## src/rtl/pipe_stage_chain_pkg.sv

```systemverilog
// Shared constants and types for the elastic pipeline register chain.
// The NOP payload is the RISC-V canonical "addi x0, x0, 0".
package Pipe_Buf_Reg_PKG;

    localparam logic [31:0] NOP_INSTR  = 32'h0000_0013;
    localparam int          MAX_STAGES = 32;

    typedef struct packed {
        logic [MAX_STAGES-1:0] stall;
        logic [MAX_STAGES-1:0] flush;
    } pipe_ctrl_t;

endpackage

```

## src/rtl/pipe_stage_chain_if.sv

```systemverilog
// Producer/consumer handshake bundle of the pipeline chain.
// The chain itself sits on the slave side; the environment drives the master side.
interface pipe_stage_chain_if #(
    parameter int DATA_W = 32
) ();

    logic              in_valid;
    logic [DATA_W-1:0] in_data;
    logic              in_ready;
    logic              out_valid;
    logic [DATA_W-1:0] out_data;
    logic              out_ready;

    modport master (
        output in_valid, in_data, out_ready,
        input  in_ready, out_valid, out_data
    );

    modport slave (
        input  in_valid, in_data, out_ready,
        output in_ready, out_valid, out_data
    );

endinterface

```

## src/rtl/pipe_stage_chain_slot.sv

```systemverilog
// One stage register of the chain: a payload plus its valid bit.
// Priority is flush > load > drain-to-bubble > hold.
module pipe_slot
    import Pipe_Buf_Reg_PKG::*;
#(
    parameter int                DATA_W = 32,
    parameter logic [DATA_W-1:0] NOP_D  = DATA_W'(NOP_INSTR)
) (
    input  logic              clk,
    input  logic              reset,
    input  logic              load,
    input  logic              drain,
    input  logic              flush,
    input  logic [DATA_W-1:0] din,
    output logic [DATA_W-1:0] dout,
    output logic              vout
);

    // A drained stage that is not refilled turns into a NOP bubble.
    always_ff @(posedge clk or negedge reset) begin
        if (!reset) begin
            vout <= 1'b0;
            dout <= NOP_D;
        end else if (flush) begin
            vout <= 1'b0;
            dout <= NOP_D;
        end else if (load) begin
            vout <= 1'b1;
            dout <= din;
        end else if (drain) begin
            vout <= 1'b0;
            dout <= NOP_D;
        end
    end

endmodule

```

## src/rtl/pipe_stage_chain.sv

```systemverilog
// Elastic N-stage pipeline register chain with per-stage stall/flush,
// consumer back-pressure and saturating retire/bubble counters.
module pipe_stage_chain
    import Pipe_Buf_Reg_PKG::*;
#(
    parameter int          STAGES  = 4,
    parameter int          DATA_W  = 32,
    parameter int          CNT_W   = 16,
    parameter logic [31:0] NOP_VAL = NOP_INSTR
) (
    input  logic                     clk,
    input  logic                     reset,
    pipe_stage_chain_if.slave        bus,
    input  logic [STAGES-1:0]        stall_req,
    input  logic [STAGES-1:0]        flush_mask,
    output logic [STAGES-1:0]        stage_valid,
    output logic [STAGES*DATA_W-1:0] stage_data,
    output logic [CNT_W-1:0]         retire_cnt,
    output logic [CNT_W-1:0]         bubble_cnt
);

    localparam logic [DATA_W-1:0] NOP_D = DATA_W'(NOP_VAL);

    logic [STAGES-1:0] v;
    logic [DATA_W-1:0] d   [STAGES];
    logic [DATA_W-1:0] din [STAGES];
    logic [STAGES:0]   ready;
    logic [STAGES-1:0] move;
    logic [STAGES-1:0] load;
    logic              retire_ev;
    logic              bubble_ev;

    // Readiness ripples from the consumer back to stage 0 within the cycle;
    // a stage can accept when it is empty or its payload leaves this cycle.
    always_comb begin
        ready         = '0;
        move          = '0;
        ready[STAGES] = bus.out_ready;
        for (int i = STAGES - 1; i >= 0; i--) begin
            move[i]  = v[i] & ~stall_req[i] & ready[i+1];
            ready[i] = ~v[i] | move[i];
        end
    end

    assign load = {move[STAGES-2:0], bus.in_valid & ready[0]};

    for (genvar g = 0; g < STAGES; g++) begin : g_slot
        if (g == 0) begin : g_first
            assign din[g] = bus.in_data;
        end else begin : g_rest
            assign din[g] = d[g-1];
        end

        pipe_slot #(
            .DATA_W (DATA_W),
            .NOP_D  (NOP_D)
        ) u_slot (
            .clk   (clk),
            .reset (reset),
            .load  (load[g]),
            .drain (move[g]),
            .flush (flush_mask[g]),
            .din   (din[g]),
            .dout  (d[g]),
            .vout  (v[g])
        );

        assign stage_data[g*DATA_W +: DATA_W] = d[g];
    end

    assign stage_valid   = v;
    assign bus.in_ready  = ready[0];
    assign bus.out_valid = v[STAGES-1] & ~stall_req[STAGES-1];
    assign bus.out_data  = d[STAGES-1];

    assign retire_ev = bus.out_valid & bus.out_ready;
    assign bubble_ev = bus.out_ready & ~v[STAGES-1];

    // Both counters stick at all-ones instead of wrapping.
    always_ff @(posedge clk or negedge reset) begin
        if (!reset) begin
            retire_cnt <= '0;
            bubble_cnt <= '0;
        end else begin
            if (retire_ev && retire_cnt != '1)
                retire_cnt <= retire_cnt + CNT_W'(1);
            if (bubble_ev && bubble_cnt != '1)
                bubble_cnt <= bubble_cnt + CNT_W'(1);
        end
    end

endmodule

```

## src/flat_wrapper.sv

```systemverilog
// flat-port wrapper written by rule: the top's interface ports become plain ports
module pipe_stage_chain_flat import Pipe_Buf_Reg_PKG::*;
#(
    parameter int          STAGES  = 4,
    parameter int          DATA_W  = 32,
    parameter int          CNT_W   = 16,
    parameter logic [31:0] NOP_VAL = NOP_INSTR
)
  (clk, reset, stall_req, flush_mask, stage_valid, stage_data, retire_cnt, bubble_cnt, bus_in_valid, bus_in_data, bus_out_ready, bus_in_ready, bus_out_valid, bus_out_data);
  pipe_stage_chain_if #(.DATA_W(DATA_W)) bus_i ();
  input  logic clk;
  input  logic reset;
  input  logic [STAGES-1:0] stall_req;
  input  logic [STAGES-1:0] flush_mask;
  output logic [STAGES-1:0] stage_valid;
  output logic [STAGES*DATA_W-1:0] stage_data;
  output logic [CNT_W-1:0] retire_cnt;
  output logic [CNT_W-1:0] bubble_cnt;
  input wire logic [$bits(bus_i.in_valid)-1:0] bus_in_valid;
  input wire logic [$bits(bus_i.in_data)-1:0] bus_in_data;
  input wire logic [$bits(bus_i.out_ready)-1:0] bus_out_ready;
  output wire logic [$bits(bus_i.in_ready)-1:0] bus_in_ready;
  output wire logic [$bits(bus_i.out_valid)-1:0] bus_out_valid;
  output wire logic [$bits(bus_i.out_data)-1:0] bus_out_data;
  assign bus_i.in_valid = bus_in_valid;
  assign bus_i.in_data = bus_in_data;
  assign bus_i.out_ready = bus_out_ready;
  assign bus_in_ready = bus_i.in_ready;
  assign bus_out_valid = bus_i.out_valid;
  assign bus_out_data = bus_i.out_data;
  pipe_stage_chain #(.STAGES(STAGES), .DATA_W(DATA_W), .CNT_W(CNT_W), .NOP_VAL(NOP_VAL)) u_core (.clk(clk), .reset(reset), .bus(bus_i), .stall_req(stall_req), .flush_mask(flush_mask), .stage_valid(stage_valid), .stage_data(stage_data), .retire_cnt(retire_cnt), .bubble_cnt(bubble_cnt));
endmodule
```

## config.mk

```make
export PLATFORM = sky130hd
export DESIGN_NAME = pipe_stage_chain_flat
export DESIGN_NICKNAME = d
export VERILOG_FILES = /design/src/rtl/pipe_stage_chain_pkg.sv /design/src/rtl/pipe_stage_chain_if.sv /design/src/rtl/pipe_stage_chain_slot.sv /design/src/rtl/pipe_stage_chain.sv /design/src/flat_wrapper.sv
export SDC_FILE = /design/constraint.sdc
export NUM_CORES = 1
export LEC_CHECK = 0
export CAP_MARGIN = 20
export CORE_UTILIZATION = 45
export CTS_CLUSTER_DIAMETER = 40
export DETAILED_ROUTE_END_ITERATION = 12
export PLACE_DENSITY = 0.82
export SETUP_SLACK_MARGIN = 0.15
export SLEW_MARGIN = 20
export SYNTH_ARGS = -nofsm -noshare
export SYNTH_HDL_FRONTEND = slang
export SYNTH_SLANG_ARGS = --single-unit
```

## constraint.sdc

```tcl
create_clock -name clk -period 2.4 [get_ports clk]
set_clock_uncertainty 0.1 [all_clocks]
set_input_delay 0.24 -clock clk [delete_from_list [all_inputs] [get_ports clk]]
set_output_delay 0.24 -clock clk [all_outputs]
set_load 0.02 [all_outputs]
```

; ---- Word level (Yosys, flattened, before mapping)
; Index checks and enable logic that the tools add are counted.
[totals]
reg_bits = 164
in_bits = 44
word_cells = 66
[classes]
n_addsub = 2
eq_ne = 2
muxes = 24
n_bitwise = 22
reduce_logical = 6
[ops]
columns = op, count
row1 = 32-bit two-way mux, 12
row2 = "16-bit by 1-bit adder with 16-bit output, second input constant", 2
row3 = "16-bit inequality test, second input constant", 2
row4 = 1-bit two-way mux, 12
row5 = 3-bit nonzero test, 4
row6 = 1-bit AND, 10
row7 = 1-bit inverter, 8
row8 = 1-bit bitwise OR, 4
row9 = 1-bit logical AND, 2

; ---- Longest topological paths before layout
; Gate-level depths: netlist of run 1.
[logic_depth]
ltp_word = 13
mapped_depth = 6
mapped_depth_nobuf = 6

; ---- Hierarchy
; A second synthesis of run 1 with hierarchy kept.
[hier_totals]
cells_unflattened = 526
area_unflattened_um2 = 7349.5
[by_module_without_submodules]
columns = module, n_inst, cells_each, area_each_um2, seq_area_each_um2
row1 = pipe_slot, 4, 83, 1338.8, 829.5
row2 = pipe_stage_chain, 1, 194, 1994.4, 800.8

; ---- Least setup slack after synthesis of run 1
; Ideal clock, no wire load.
[synth_timing]
path_kind = reg2reg
from = register u_core.retire_cnt[0]
to = register u_core.retire_cnt[9]
setup_ns = 0.130
arrival_ns = 1.753
required_ns = 2.170
slack_ns = 0.417
stages_incl_launch_ff = 7
path_cell_list = dfrtp_1 > ha_1 > and3_1 > nor4b_4 > a2111oi_4 > nand4_1 > xnor2_1
[synth_via]
elab_chain_cells = 2
word_cells_on_any_way = 3
classes_between = 1 x add/sub / 1 x eq/ne / 1 x reduce/logical
[synth_rtl]
columns = element, line_no
row1 = start: declaration, pipe_stage_chain.sv:18  ; output logic [CNT_W-1:0] retire_cnt,
row2 = start signal: assignment, pipe_stage_chain.sv:86  ; retire_cnt <= retire_cnt + CNT_W'(1);
row3 = "parallel branches: the longest is 2 deep, another holds 16-bit by 1-bit adder with 16-bit output", --
; Several ways; the timed one is not identified.
; A chain may end at the register's enable or synchronous reset.

; ---- Final worst setup path of run 1
[layout_timing]
from = input stall_req[3]
to = output bus_in_ready
[layout_via]
elab_chain_cells = 10
[layout_rtl]
columns = element, line_no
row1 = start: declaration, flat_wrapper.sv:13  ; input logic [STAGES-1:0] stall_req;
row2 = 1-bit inverter, pipe_stage_chain.sv:40  ; move[i] = v[i] & ~stall_req[i] & ready[i+1];
row3 = 1-bit AND (2 in a row), pipe_stage_chain.sv:40
row4 = 1-bit bitwise OR, pipe_stage_chain.sv:41  ; ready[i] = ~v[i] | move[i];
row5 = 1-bit AND, pipe_stage_chain.sv:40
row6 = 1-bit bitwise OR, pipe_stage_chain.sv:41
row7 = 1-bit AND, pipe_stage_chain.sv:40
row8 = 1-bit bitwise OR, pipe_stage_chain.sv:41
row9 = 1-bit AND, pipe_stage_chain.sv:40
row10 = 1-bit bitwise OR, pipe_stage_chain.sv:41
row11 = end: declaration, flat_wrapper.sv:22  ; output wire logic [$bits(bus_i.in_ready)-1:0] bus_in_ready;
; No other way between the ends.

==> results of run 1 <==
## per-layer routing
layer  share of wire (%)  track usage (%)  vias to the layer above  wire length, µm
li1                    -                -                     2257                -
met1                  41             29.6                     2578             7100
met2                  52             39.7                      196             9010
met3                 5.1             6.37                       32              896
met4                 2.5             10.0                        0              438
met5                   0                0                        -                0
## stage by stage
stage	setup slack (ps)	hold WS (ps)	total power, mW	util [%]	area [µm²]
after global placement	-49.6	139	4.03	63.4	9180
after global routing	165	232	7.06	67.7	9810
final	222	242	6.80	67.7	9810
after CTS	204	232	6.84	67.7	9800
after floorplan	417	-156	3.52	-	6650
after detailed placement	-46.9	153	4.07	63.4	9180
## cell type report
class,instances,area [µm²],share of cell area [%]
clock inverters,11,149,1.52
well taps,184,230,2.35
clock buffers,21,460,4.69
multi-input cells,260,2100,21.4
flip-flops and latches,164,4120,42.0
inverters,19,71.3,0.727
repair buffers,264,2680,27.3
## worst paths after layout
path                                                        startpoint                                          end  slack [ps]
max                                                       stall_req[3]                                 bus_in_ready         220
min                                                     bus_in_data[4]  u_core.g_slot[0].u_slot.dout[4]$_DFFE_PN1P_         240
max reg2reg                           u_core.retire_cnt[0]$_DFFE_PN0P_            u_core.retire_cnt[15]$_DFFE_PN0P_         320
min reg2reg                u_core.g_slot[3].u_slot.dout[1]$_DFFE_PN1P_  u_core.g_slot[3].u_slot.dout[1]$_DFFE_PN1P_         400
max in group asynchronous                                        reset  u_core.g_slot[2].u_slot.dout[0]$_DFFE_PN1P_        1150
min in group asynchronous                                        reset  u_core.g_slot[0].u_slot.dout[8]$_DFFE_PN0P_         280
## layout by cell type, fill, tap and decap left out, types with 12 or more instances in the layout
cell               n
clkdlybuf4s50_1  239
dfrtp_1          152
a22o_1           116
xnor2_1           22
inv_1             19
nand2_1           18
clkbuf_16         17
nor2_1            15
buf_4             15
a22oi_1           12
dfstp_2           12
## cell families (layout without fill, tap and decap cells)
logic type | count (synthesis) | in the layout | share of synthesized area, %
flops | 164 | 164 | 62.0
compound gates | 149 | 149 | 19.8
simple gates | 77 | 77 | 6.38
xor+xnor | 29 | 29 | 3.82
buf+inv | 79 | 315 | 7.19
mux | 3 | 3 | 0.489
fa+ha+maj | 2 | 2 | 0.376
## where the power goes
part | leakage [nW] | switching [mW] | total [mW] | internal [mW]
combinational | 1.92 | 0.497 | 0.957 | 0.461
sequential | 2.20 | 0.159 | 3.07 | 2.91
clock | 0.302 | 1.08 | 2.78 | 1.70
## tightest hold or removal path: stages
cell and delay, ps:
clkdlybuf4s50_1 400, inv_1 50, a22oi_1 60
## sequential cells by signal, indices dropped and copies added (netlist names)
name and count:
u_core.retire_cnt 16, u_core.g_slot.u_slot.dout 128, u_core.bubble_cnt 16, u_core.g_slot.u_slot.vout 4
## repair_timing
| item | 4_1_cts | 5_1_grt |
|---|---|---|
| gates resized for setup | 1 | 2 |
| endpoints found under the hold margin | 56 | 0 |
| hold buffers | 1 | 0 |
| setup endpoints to repair | 1 | 2 |
==> run summary, run 1 <==
Status - finished, final reports clean
Max-cap viol count - 0
R2R depth - 6
RSZ-0062 raised after global routing - no
CP Depth - 7
Worst Setup End Kind - primary output
Drt drc - 0
Largest net degree at the start of global routing - 61
Critical setup path kind - input port to primary output
Worst Path Buf+Inv - 2
Cts bufs inserted - 17
Total global routing overflow - 0
Worst EP arrival - 1840 ps
PortBufs - 241
Fmax - 459 MHz
CTS tree - yes
CP delay by family, top - buffers and inverters
Critical-path cell list - clkdlybuf4s50_1 > nand2b_1 > a21o_1 > a21o_1 > a21o_1 > nand2_1 > clkdlybuf4s15_1
Slew headroom - 63.2%
Worst-Margin Slew - 552 ps
First-pass GRT wire length - 27.5 mm
CORE AREA - 0.0145 mm²
Post-DR vias/cell - 5.49
Final period util - 90.8%
Max-slew violations - 0
Die W - 124 µm
Fillers - 1,020
Area leader, netlist - dfrtp_1
Number of cells after detailed placement - 890
Max Buffers Root-to-Sink - 2
N_diodes - 0
Critical path fanouts, max - 2
Nets - 772
Leakage - 4.42 nW
DR pass1 iterations - 4
Initial drt markers - 247
Synthesized flop and latch total - 164
Yosys cell types - 40
Top-area cell type share of the netlist area - 57.2%
Post-synthesis cell count - 503
Initial antenna violation count - 0
Layout Cells excl Fill - 923
Min Tclk post-route - 2180 ps
Vias - 5,063
Hold violation count in the final report - 0
Hold Crit Class - input port to flip-flop
P&R area growth vs syn - 47.6%
Sequential-to-total area share from yosys stat - 62.0%
Site row count - 44
Vias in the first global route - 5,235
H-tree lvl count - 4
Setup Viol. Count Final - 0
CP max-delay cell - clkdlybuf4s50_1
Synth Flop Type - dfrtp_1
Post-route ant nets - 0
Mapped Area - 0.00665 mm²
Initial Utilization - 45.9%
Routed wire length - 17.4 mm
Placed wire-length estimate - 12.7 mm
Synth area leaders - dfrtp_1 57%, a22o_1 15%, dfstp_2 4.7%
Clk_lat worst skew - 410 ps
Syn nets - 549
Root Buffer Master - clkbuf_16
Total track usage - 23.9%
CP required - 2060 ps
Most frequent cell on the critical path - a21o_1
Routed len/inst - 18.9 µm
PwrDens - 694 mW/mm²
IO Pins - 242
Final Wtd Congestion - 0.903
Min-Delay Path Depth - 3
Setup Buffers After CTS - 0
Mapped Avg Cell Area - 13.2 µm²
VDD IR max - 0.000430 V
Most frequent cell after synthesis - dfrtp_1
CP peak stage delay - 410 ps
Commonest cells post-synth - 152 x dfrtp_1, 116 x a22o_1, 39 x buf_4
Setup TNS - 0 ps
Die ar. - 0.0153 mm²
Die height - 124 µm
Clock sink count - 164
EDFF count, synth - 0
Layout cells sized above 1 - 11.0%
CP Launch Type - input port
FFs w/ async S/R, synth - 100%
Reg clk slew, reported paths - 60 ps
Syn. warnings - 0
(Power assumes the default switching activity.)
==> run 2, diff against run 1 <==
--- a/config.mk
+++ b/config.mk
@@ -6,7 +6,5 @@
 export NUM_CORES = 1
 export LEC_CHECK = 0
-export CAP_MARGIN = 20
 export CORE_UTILIZATION = 45
-export CTS_CLUSTER_DIAMETER = 40
 export DETAILED_ROUTE_END_ITERATION = 12
 export PLACE_DENSITY = 0.82
==> constraint.sdc (replaced) <==
create_clock -name clk -period 2.4 [get_ports clk]
set_clock_uncertainty 0.1 [all_clocks]
set_input_delay 0.48 -clock clk [delete_from_list [all_inputs] [get_ports clk]]
set_output_delay 0.48 -clock clk [all_outputs]
set_load 0.02 [all_outputs]
==> run summary, run 2 (synthesis gave the netlist of run 1 again) <==
Status - finished, final reports clean
RSZ-0062 raised after global routing - no
Largest net degree at the start of global routing - 46 (-25%)
Vias in the first global route - 5,049 (-3.6%)
Most frequent cells in the layout - 235 x clkdlybuf4s50_1, 151 x dfrtp_1, 116 x a22o_1
Post-DR vias/cell - 5.51 (+0.53%)
Root Buffer Master - clkbuf_16
Clock sink count - 164 (unchanged)
Total Power - 6.70 mW (-1.5%)
N_diodes - 0 (unchanged)
First-pass GRT wire length - 26.7 mm (-2.7%)
Initial Utilization - 45.9% (unchanged)
Initial drt markers - 325 (+32%)
Cell Int Power - 4.98 mW (-1.9%)
Max-slew violations - 0 (unchanged)
H-tree lvl count - 4 (unchanged)
PwrDens - 678 mW/mm² (-2.2%)
Worst-Margin Slew - 413 ps (-139 ps)
Leakage - 4.47 nW (+1.2%)
Site row count - 44 (unchanged)
Hold violation count in the final report - 0 (unchanged)
Clk_lat worst skew - 410 ps (about the same)
CP max-delay cell - a21o_1
Vias - 5,123 (+1.2%)
Setup TNS - 0 ps (unchanged)
Max-cap viol count - 0 (unchanged)
Worst Setup End Kind - primary output
Reg clk slew, reported paths - 60 ps (about the same)
Comb pwr share - 14.4% (+0.3 points)
Biggest register - u_core.g_slot.u_slot.dout
Min-Delay Path Depth - 1 (-2)
Die height - 124 µm (unchanged)
Net Sw Frac - 25.8% (+0.28 points)
Post-route ant nets - 0 (unchanged)
CP Depth - 7 (unchanged)
Final Wtd Congestion - 0.872 (-3.4%)
Fmax - 446 MHz (-2.9%)
Top flop regs - u_core.g_slot.u_slot.dout: 128 flops, u_core.bubble_cnt: 16 flops, u_core.retire_cnt: 16 flops
Final period util - 93.5% (+2.7 points)
Hold Crit Class - flip-flop to flip-flop
R2R depth - 6 (unchanged)
Critical path fanouts, max - 2 (unchanged)
CORE AREA - 0.0145 mm² (unchanged)
DR pass1 iterations - 4 (unchanged)
PortBufs - 241 (unchanged)
Clock share of power - 39.8% (-1.0 points)
VDD IR max - 0.000464 V (+8.0%)
CP delay by family, top - compound AO/OA/AOI/OAI gates
Nets - 778 (+0.78%)
IO Pins - 242 (unchanged)
Total track usage - 23.3% (-0.60 points)
Slew headroom - 72.4% (+9.3 points)
CP required - 1820 ps (-240 ps)
Design area - 0.00988 mm² (+0.71%)
Most frequent cell on the critical path - a21o_1
Reg power frac - 45.8% (+0.7 points)
Die ar. - 0.0153 mm² (unchanged)
Worst Path Buf+Inv - 2 (unchanged)
Placed wire-length estimate - 12.6 mm (-0.78%)
Cts bufs inserted - 17 (unchanged)
Fin util - 68.2% (+0.48 points)
Total global routing overflow - 0 (unchanged)
NetSw - 1.73 mW (-0.42%)
Layout cells sized above 1 - 12.1% (+1.1 points)
Max Buffers Root-to-Sink - 2 (unchanged)
P&R area growth vs syn - 48.6%
Die W - 124 µm (unchanged)
CTS tree - yes
Area after DPL - 0.00926 mm² (+0.82%)
Critical-path cell list - clkdlybuf4s15_1 > nand2b_4 > a21o_1 > a21o_1 > a21o_1 > nand2_1 > buf_6
Drt drc - 0 (unchanged)
Max reg flops - 128 (unchanged)
Critical setup path kind - input port to primary output
Initial antenna violation count - 0 (unchanged)
Most common cell after layout, fill and taps aside - clkdlybuf4s50_1
Min Tclk post-route - 2240 ps (+65.2 ps)
Routed wire length - 17.2 mm (-1.5%)
Worst EP arrival - 1660 ps (-180 ps)
Setup Viol. Count Final - 0 (unchanged)
Routed len/inst - 18.5 µm (-2.1%)
CP Launch Type - input port
CP peak stage delay - 230 ps (-180 ps)
-- run 2: changes by cell type in the layout (fill, tap and decap cells not counted), sizes merged --
cell and delta:
buf +7, bufinv -1, clkdlybuf4s50 -4, clkinv +1, dlygate4sd2 +2, dlymetal6s2s +1
-- run 2: cell type report --
type,instances,area (µm²)
clock buffer,21,460
clock inverter,11,126
fill,1011,4600
inverter,19,71.3
multi-input combinational,260,2110
sequential,164,4120
tap,184,230
timing repair buffer,270,2760
-- run 2: path summary, 6_finish.rpt --
| kind | from | endpoint | slack, ps |
|---|---|---|---|
| worst max-delay path | stall_req[3] | bus_in_ready | 160 |
| worst min-delay path | u_core.bubble_cnt[15]$_DFFE_PN0P_ | u_core.bubble_cnt[15]$_DFFE_PN0P_ | 390 |
| worst max register to register | u_core.retire_cnt[0]$_DFFE_PN0P_ | u_core.retire_cnt[15]$_DFFE_PN0P_ | 360 |
| worst min register to register | u_core.bubble_cnt[15]$_DFFE_PN0P_ | u_core.bubble_cnt[15]$_DFFE_PN0P_ | 390 |
| max in group asynchronous | reset | u_core.g_slot[1].u_slot.dout[1]$_DFFE_PN1P_ | 1070 |
| min in group asynchronous | reset | u_core.g_slot[0].u_slot.dout[8]$_DFFE_PN0P_ | 440 |
-- run 2: timing repair --
action | in CTS | in global routing
endpoints found under the hold margin | 38 | 0
hold buffers | 1 | 0
gates cloned | 0 | 0
pin swaps | 3 | 3
setup endpoints to repair | 3 | 4
resized for setup | 11 | 3
setup buffers | 0 | 1
-- run 2: routing by layer --
metal  part of all wire (%)  track usage [%]
met1                     40             29.2
met5                      0                0
met4                    2.1             8.28
met3                    6.2             6.32
met2                     52             38.9
-- run 2: per-stage QoR --
stage / setup slack, ps / cells / hold slack (ps)
2_1_floorplan: 415 / 503 / 84.4
3_3_place_gp: -538 / 895 / 315
4_1_cts: 156 / 928 / 391
6_report: 156 / 929 / 390
5_1_grt: 136 / 929 / 409
3_5_place_dp: -548 / 895 / 319
-- run 2: power groups by stage --
stage | Clock, mW | Combinational (mW) | Sequential (mW)
2_1_floorplan | 0 | 0.269 | 3.25
4_1_cts | 2.72 | 0.969 | 3.06
5_1_grt | 2.85 | 1.04 | 3.09
3_3_place_gp | 0 | 0.936 | 3.10
3_5_place_dp | 0 | 0.964 | 3.11
6_report | 2.67 | 0.964 | 3.07
-- run 2: worst register-to-register path, cell delays in order (launching register included) --
cell and delay, ps:
dfrtp_1 420, ha_1 240, and3_1 200, nor4b_4 150, a2111oi_4 480, nand4_1 190, xnor2_1 150
